**config.mk**
```make
export PLATFORM = sky130hd
export DESIGN_NAME = coin_payer
export DESIGN_NICKNAME = d
export VERILOG_FILES = /design/src/rtl/coin_payer.sv
export SDC_FILE = /design/constraint.sdc
export NUM_CORES = 1
export LEC_CHECK = 0
export CAP_MARGIN = 15
export CORE_MARGIN = 2
export CORE_UTILIZATION = 48
export DETAILED_ROUTE_END_ITERATION = 8
export PLACE_DENSITY = 0.72
export SYNTH_ARGS = -nofsm -noshare
export SYNTH_HDL_FRONTEND = slang
export SYNTH_SLANG_ARGS = --single-unit
```
**constraint.sdc**
```tcl
create_clock -name clk -period 5.73 [get_ports clk]
set_input_delay 0.8595 -clock clk [delete_from_list [all_inputs] [get_ports clk]]
set_output_delay 0.8595 -clock clk [all_outputs]
set_load 0.01 [all_outputs]
```
**src/rtl/coin_payer.sv**
```systemverilog
`default_nettype none
// ============================================================================
// coin_payer : pays a price in 5c/10c coins, then waits for candy or times out
// Rev 1.0
// ============================================================================
module coin_payer #(
  parameter int TIMEOUT = 8,
  parameter int GAP     = 1
) (
  input  logic       clk,
  input  logic       rst,
  input  logic       start,
  input  logic [3:0] amount,
  input  logic       candy,
  output logic [1:0] coin,
  output logic       busy,
  output logic       done,
  output logic       timeout,
  output logic [4:0] paid
);

  localparam int c_GW = (GAP > 1) ? $clog2(GAP) : 1;
  localparam int c_TW = (TIMEOUT > 1) ? $clog2(TIMEOUT) : 1;
  localparam logic [c_GW-1:0] c_GAP_LAST  = c_GW'((GAP > 0) ? GAP - 1 : 0);
  localparam logic [c_TW-1:0] c_WAIT_LAST = c_TW'((TIMEOUT > 0) ? TIMEOUT - 1 : 0);

  typedef enum logic [1:0] {S_IDLE, S_COIN, S_GAP, S_WAIT} state_t;

  state_t          r_state;
  logic [3:0]      r_rem;
  logic [c_GW-1:0] r_gcnt;
  logic [c_TW-1:0] r_wcnt;

  logic [3:0] w_src;
  logic [1:0] w_step;
  logic [3:0] w_rem_next;

  // The coin code doubles as its value in 5c units (01 = 1, 10 = 2).
  assign w_src      = (r_state == S_IDLE) ? amount : r_rem;
  assign w_step     = (w_src >= 4'd2) ? 2'd2 : 2'd1;
  assign w_rem_next = w_src - {2'b00, w_step};

  always_ff @(posedge clk or negedge rst) begin
    if (!rst) begin
      r_state <= S_IDLE;
      r_rem   <= '0;
      r_gcnt  <= '0;
      r_wcnt  <= '0;
      coin    <= 2'b00;
      busy    <= 1'b0;
      done    <= 1'b0;
      timeout <= 1'b0;
      paid    <= '0;
    end else begin
      coin    <= 2'b00;
      done    <= 1'b0;
      timeout <= 1'b0;
      case (r_state)
        S_IDLE: begin
          if (start) begin
            if (amount == 4'd0) begin
              done <= 1'b1;
              paid <= '0;
            end else begin
              coin    <= w_step;
              r_rem   <= w_rem_next;
              paid    <= {3'b000, w_step};
              r_state <= S_COIN;
              busy    <= 1'b1;
            end
          end
        end
        S_COIN: begin
          if (candy) begin
            done    <= 1'b1;
            busy    <= 1'b0;
            r_state <= S_IDLE;
          end else if (r_rem == 4'd0) begin
            r_wcnt  <= '0;
            r_state <= S_WAIT;
          end else if (GAP == 0) begin
            coin  <= w_step;
            r_rem <= w_rem_next;
            paid  <= paid + {3'b000, w_step};
          end else begin
            r_gcnt  <= '0;
            r_state <= S_GAP;
          end
        end
        S_GAP: begin
          if (candy) begin
            done    <= 1'b1;
            busy    <= 1'b0;
            r_state <= S_IDLE;
          end else if (r_gcnt == c_GAP_LAST) begin
            coin    <= w_step;
            r_rem   <= w_rem_next;
            paid    <= paid + {3'b000, w_step};
            r_state <= S_COIN;
          end else begin
            r_gcnt <= r_gcnt + 1'b1;
          end
        end
        S_WAIT: begin
          // Candy on the last wait cycle still counts as a delivery.
          if (candy) begin
            done    <= 1'b1;
            busy    <= 1'b0;
            r_state <= S_IDLE;
          end else if (r_wcnt == c_WAIT_LAST) begin
            timeout <= 1'b1;
            busy    <= 1'b0;
            r_state <= S_IDLE;
          end else begin
            r_wcnt <= r_wcnt + 1'b1;
          end
        end
        default: begin
          busy    <= 1'b0;
          r_state <= S_IDLE;
        end
      endcase
    end
  end

endmodule
`default_nettype wire
```
== After elaboration in Yosys (flattened, before gate mapping) ==
Index checks and enable logic that the tools add are counted.

* Bits in registers: 20
* Input port bits: 8
* Output and inout port bits: 10

* $add $sub $neg: 4
* $lt $le $gt $ge: 1
* Equal/unequal tests: 16
* Muxes and demuxes: 49
* Reductions and logical operators: 14

{| class="wikitable"
|+ Operator list
! operator !! number
|-
| 2-bit two-way mux || 13
|-
| 4-bit two-way mux || 5
|-
| 2-bit != test, second input constant || 9
|-
| 1-bit two-way mux || 16
|-
| 4-bit AND reduction || 4
|-
| 5-bit two-way mux || 3
|-
| 3-bit two-way mux || 4
|-
| 5-bit case mux with 2 select lines || 1
|-
| 5-bit AND reduction || 2
|-
| 4-bit logical NOT || 2
|-
| 2-bit case mux with 4 select lines || 1
|-
| 4-bit case mux with 2 select lines || 1
|-
| 3-bit != test, second input constant || 2
|-
| 3-bit case mux with 2 select lines || 1
|-
| 2-bit nonzero test || 3
|-
| 5-bit by 2-bit adder with 5-bit output || 1
|-
| 2-bit == test, second input constant || 2
|-
| 4-bit by 2-bit >= comparator with 1-bit output, second input constant || 1
|-
| 1-bit case mux with 2 select lines || 2
|-
| 2-bit case mux with 2 select lines || 1
|-
| 4-bit by 2-bit subtractor with 4-bit output || 1
|-
| 3-bit by 1-bit adder with 3-bit output, second input constant || 1
|-
| 3-bit == test, second input constant || 1
|-
| 1-bit case mux with 3 select lines || 1
|-
| other kinds (6) || 6
|}

== Longest topological paths before layout ==
* Depth in word-level cells: 8
* Mapped depth: 12

== Worst setup path before layout ==
Ideal clock, no wire load.

* Kind: register to register
* From: register r_state[0]
* To: register paid[1]
* Setup time: 0.128 ns
* Arrival: 2.649 ns
* Setup slack: 2.953 ns
* Stages on the path, launching flop included: 12
* Path buffers: 1
* Cells stage by stage: dfrtp_1 inv_1 ha_1 buf_2 nor3_1 o21ai_1 inv_2 ha_1 fa_1 a22o_1 a222oi_1 nand2_1

* Word-level cells in the longest chain between the ends: 8

{| class="wikitable"
|+ RTL lines
! element !! line !! text
|-
| from (decl) || 29 || <nowiki>state_t r_state;</nowiki>
|-
| from (signal assigned) || 45 || <nowiki>r_state <= S_IDLE;</nowiki>
|-
| from (signal assigned) || 68 || <nowiki>r_state <= S_COIN;</nowiki>
|-
| from (signal assigned) || 77 || <nowiki>r_state <= S_IDLE;</nowiki>
|-
| 2-bit logical NOT || 39, 58 ||
|-
| 4-bit two-way mux || 39 || <nowiki>assign w_src = (r_state == S_IDLE) ? amount : r_rem;</nowiki>
|-
| 4-bit by 2-bit >= comparator with 1-bit output || 40 || <nowiki>assign w_step = (w_src >= 4'd2) ? 2'd2 : 2'd1;</nowiki>
|-
| 2-bit two-way mux || 40 ||
|-
| 5-bit by 2-bit adder with 5-bit output || 98 || <nowiki>paid <= paid + {3'b000, w_step};</nowiki>
|-
| 5-bit two-way mux || 95 || <nowiki>end else if (r_gcnt == c_GAP_LAST) begin</nowiki>
|-
| 5-bit two-way mux || 91 || <nowiki>if (candy) begin</nowiki>
|-
| 5-bit case mux with 2 select lines || 58 || <nowiki>case (r_state)</nowiki>
|-
| to (signal assigned) || 67 || <nowiki>paid <= {3'b000, w_step};</nowiki>
|-
| to (signal assigned) || 84 || <nowiki>paid <= paid + {3'b000, w_step};</nowiki>
|-
| to (signal assigned) || 98 ||
|-
| to (decl) || 19 || <nowiki>output logic [4:0] paid</nowiki>
|}

Several ways; a longest one is shown, not always the timed one. The select of a mux whose other input is x is not followed.
A chain may end at the register's enable or synchronous reset.

== Worst setup path in the final report ==
* From: register r_state[1]
* To: register paid[1]

The elaborated chain is that of the path after synthesis.

==> impl_metrics.ini <==
[sta]
max_slew.worst_pin.slew_ps = 878
fin_crit_sh_pct = 54.7
final_hold_viol_count = 0
slew_headroom_pct = 41.3
fmax_mhz = 319
period_needed_ps = 3130
tns_ps = 0
rsz0062_at_grt = no
setup_slack_ps = 2600
setup_viol = 0
skew_ps = 5.39
slew_violations = 0

[placed_design]
numPortBuffers = 17
dp_cells = 169
dpl.hpwl_um = 1850
place_ws_ps = 2280
globalplace.congestion = 0.892

[synthesis]
yosysTopAreaCell = dfrtp_1
synthTopCellsByArea = dfrtp_1 (37%), ha_1 (9.8%), mux2i_1 (5.5%)
netlist_instances = 127
synthArstFlopShare_pct = 100
ys_ff_latch = 19
yosysWarnings = 0
ys_types = 42
netlist.area_leader.share_pct = 37.3
synth-edff-count = 0
yosysSeqAreaShare_pct = 37.3
avgSynthCellArea_um2 = 10.0
synth_nets = 147
synth_ff_type = dfrtp_1
synth.cell_area_um2 = 1270

[clock_network]
cts_sinks = 19
ctsHoldBuffers = 0
clk_pin_slew_ps = 110
max-clock-path-buffers = 2
cts_tree = yes
cts_setup_buffers = 0
cts_root_buf = clkbuf_4
clkLatencyLatePin_ps = 300
cts_buffers = 3
htree_num_levels = 1
cts-resized-gates = 0

[critical_path]
endpoint = paid[1]
worstReg2RegStart = r_state[1]
crit_path_start_kind = flop
crit_type = reg2reg
endpoint_kind = flop
startpoint = r_state[1]
cp_max_fo = 15
worstReg2RegEnd = paid[1]
r2r_slack_ps = 2600
r2r_cells = 10
required_ps = 5920
critPathArrivalTime_ps = 3330

[floorplan]
io_pins = 18
die_w_um = 55.5
die_area_um2 = 3080
initial_core_util_pct = 51.0
rows = 18
core_area_um2 = 2500
die_h_um = 55.5

[pwr]
power_density_nw_per_um2 = 512
vdd_drop_max_v = 0.000293
p_leak_uw = 0.000677

[run]
cap_viol_max_count = 0

[global_route]
gr-usage-all-layers_pct = 17.7
grt_pass1_wl_um = 4350
globalRouteOverflowTotal = 0
grt_max_degree = 20
antenna_found_initial = 0
grt_pass1_vias = 962

[cells_and_area]
syn_to_final_growth_pct = 16.1
layout-drive-gt1-share_pct = 6.29
finalNetCount = 164
n_antenna_cell = 0
finalNonFillerCells = 173
utilization_pct = 59.2

[drt]
dr.pass1.iters = 5
drc_errors = 0
drt_iter0_drc = 24
vias = 980
ant_nets = 0
wl_per_cell_um = 14.4
vias_per_cell = 5.66
drt_wl_total_um = 2500

[outcome]
status = completed

[worst_hold_path]
hp-class = reg2reg
state kept, by name, summed over array words and instances (netlist names):
name,cells
busy,1
coin,2
done,1
paid,5
r_rem,4
r_state,2
r_wcnt,3
timeout,1
synthesized netlist by cell type (all sizes together), types with 2 or more instances:
library cell / count
nor3b: 2
mux2: 4
clkbuf: 2
nor2b: 4
fa: 2
nand3: 2
nor2: 11
and2: 2
buf: 3
inv: 10
mux2i: 7
o2111ai: 2
nand2: 11
o21a: 2
a222oi: 2
a21oi: 2
dfrtp: 19
ha: 10
a211oi: 4
o211ai: 2
and3: 2
o21ai: 4
a22o: 2
xor2: 4
cell families (layout without fill, tap and decap cells):
group,Yosys count,in the layout,share of synthesized area (%)
adder cells (fa/ha/maj),12,12,13.0
buffers and inverters,15,31,5.20
multiplexers,11,11,9.32
AND/OR/NAND/NOR,38,38,14.6
XOR/XNOR,5,5,3.43
AO/OA/AOI/OAI,27,27,17.2
flip-flops,19,19,37.3
report_power, final:
part	total, uW	switching (uW)	internal (uW)	leakage (uW)
registers	240	50.4	190	0.000244
logic	451	229	222	0.000418
clock network	67.7	40.5	27.1	0.0000150
metrics by stage:
step | hold WS, ps | cell area [um2] | power [uW]
after floorplan | 488 | 1270 | 570
after global placement | 477 | 1450 | 684
after detailed placement | 486 | 1450 | 692
after CTS | 515 | 1480 | 763
after global routing | 548 | 1480 | 832
final | 509 | 1480 | 758
metal layers:
layer	global-route usage (%)	wire [um]
met3	5.15	102
met4	4.18	21
met2	27.2	1100
met1	24.6	1270
met5	0	0
critical path: stages, from the launching register on:
cell      delay (ps)
dfrtp_1          420
inv_1            110
ha_1             530
nor3_1           130
o21ai_1          380
inv_2            140
ha_1             240
fa_1             460
a22o_1           210
a222oi_1         320
nand2_1           80
layout make-up:
class,count,area (um2)
fill,229,1020
multi-input combinational,93,733
timing repair buffer,17,170
clock buffer,4,26.3
sequential,19,475
inverter,10,37.5
tap,30,37.5
layout by cell type (no fill, tap or decap), types with 2 or more instances in the layout:
cell and count:
and3_1 2, dfrtp_1 19, a22o_1 2, nor2_1 11, ha_1 10, clkbuf_4 3
nor3b_1 2, fa_1 2, o21ai_0 3, o21a_1 2, o2111ai_1 2, a211oi_1 3
mux2_1 2, a222oi_1 2, nor2b_1 4, xor2_1 4, o211ai_1 2, and2_1 2
inv_1 9, mux2i_1 7, nand3_1 2, clkdlybuf4s50_1 17, a21oi_1 2, nand2_1 11
how the worst min path moves through the flow:
stage	startpoint	to	cells past startpoint
after floorplan	r_wcnt[0]	r_wcnt[0]	1
after global placement	busy	busy	1
after detailed placement	busy	busy	1
after CTS	busy	busy	1
after global routing	busy	busy	1
final	busy	busy	1
Power figures use the tool's default switching activity.
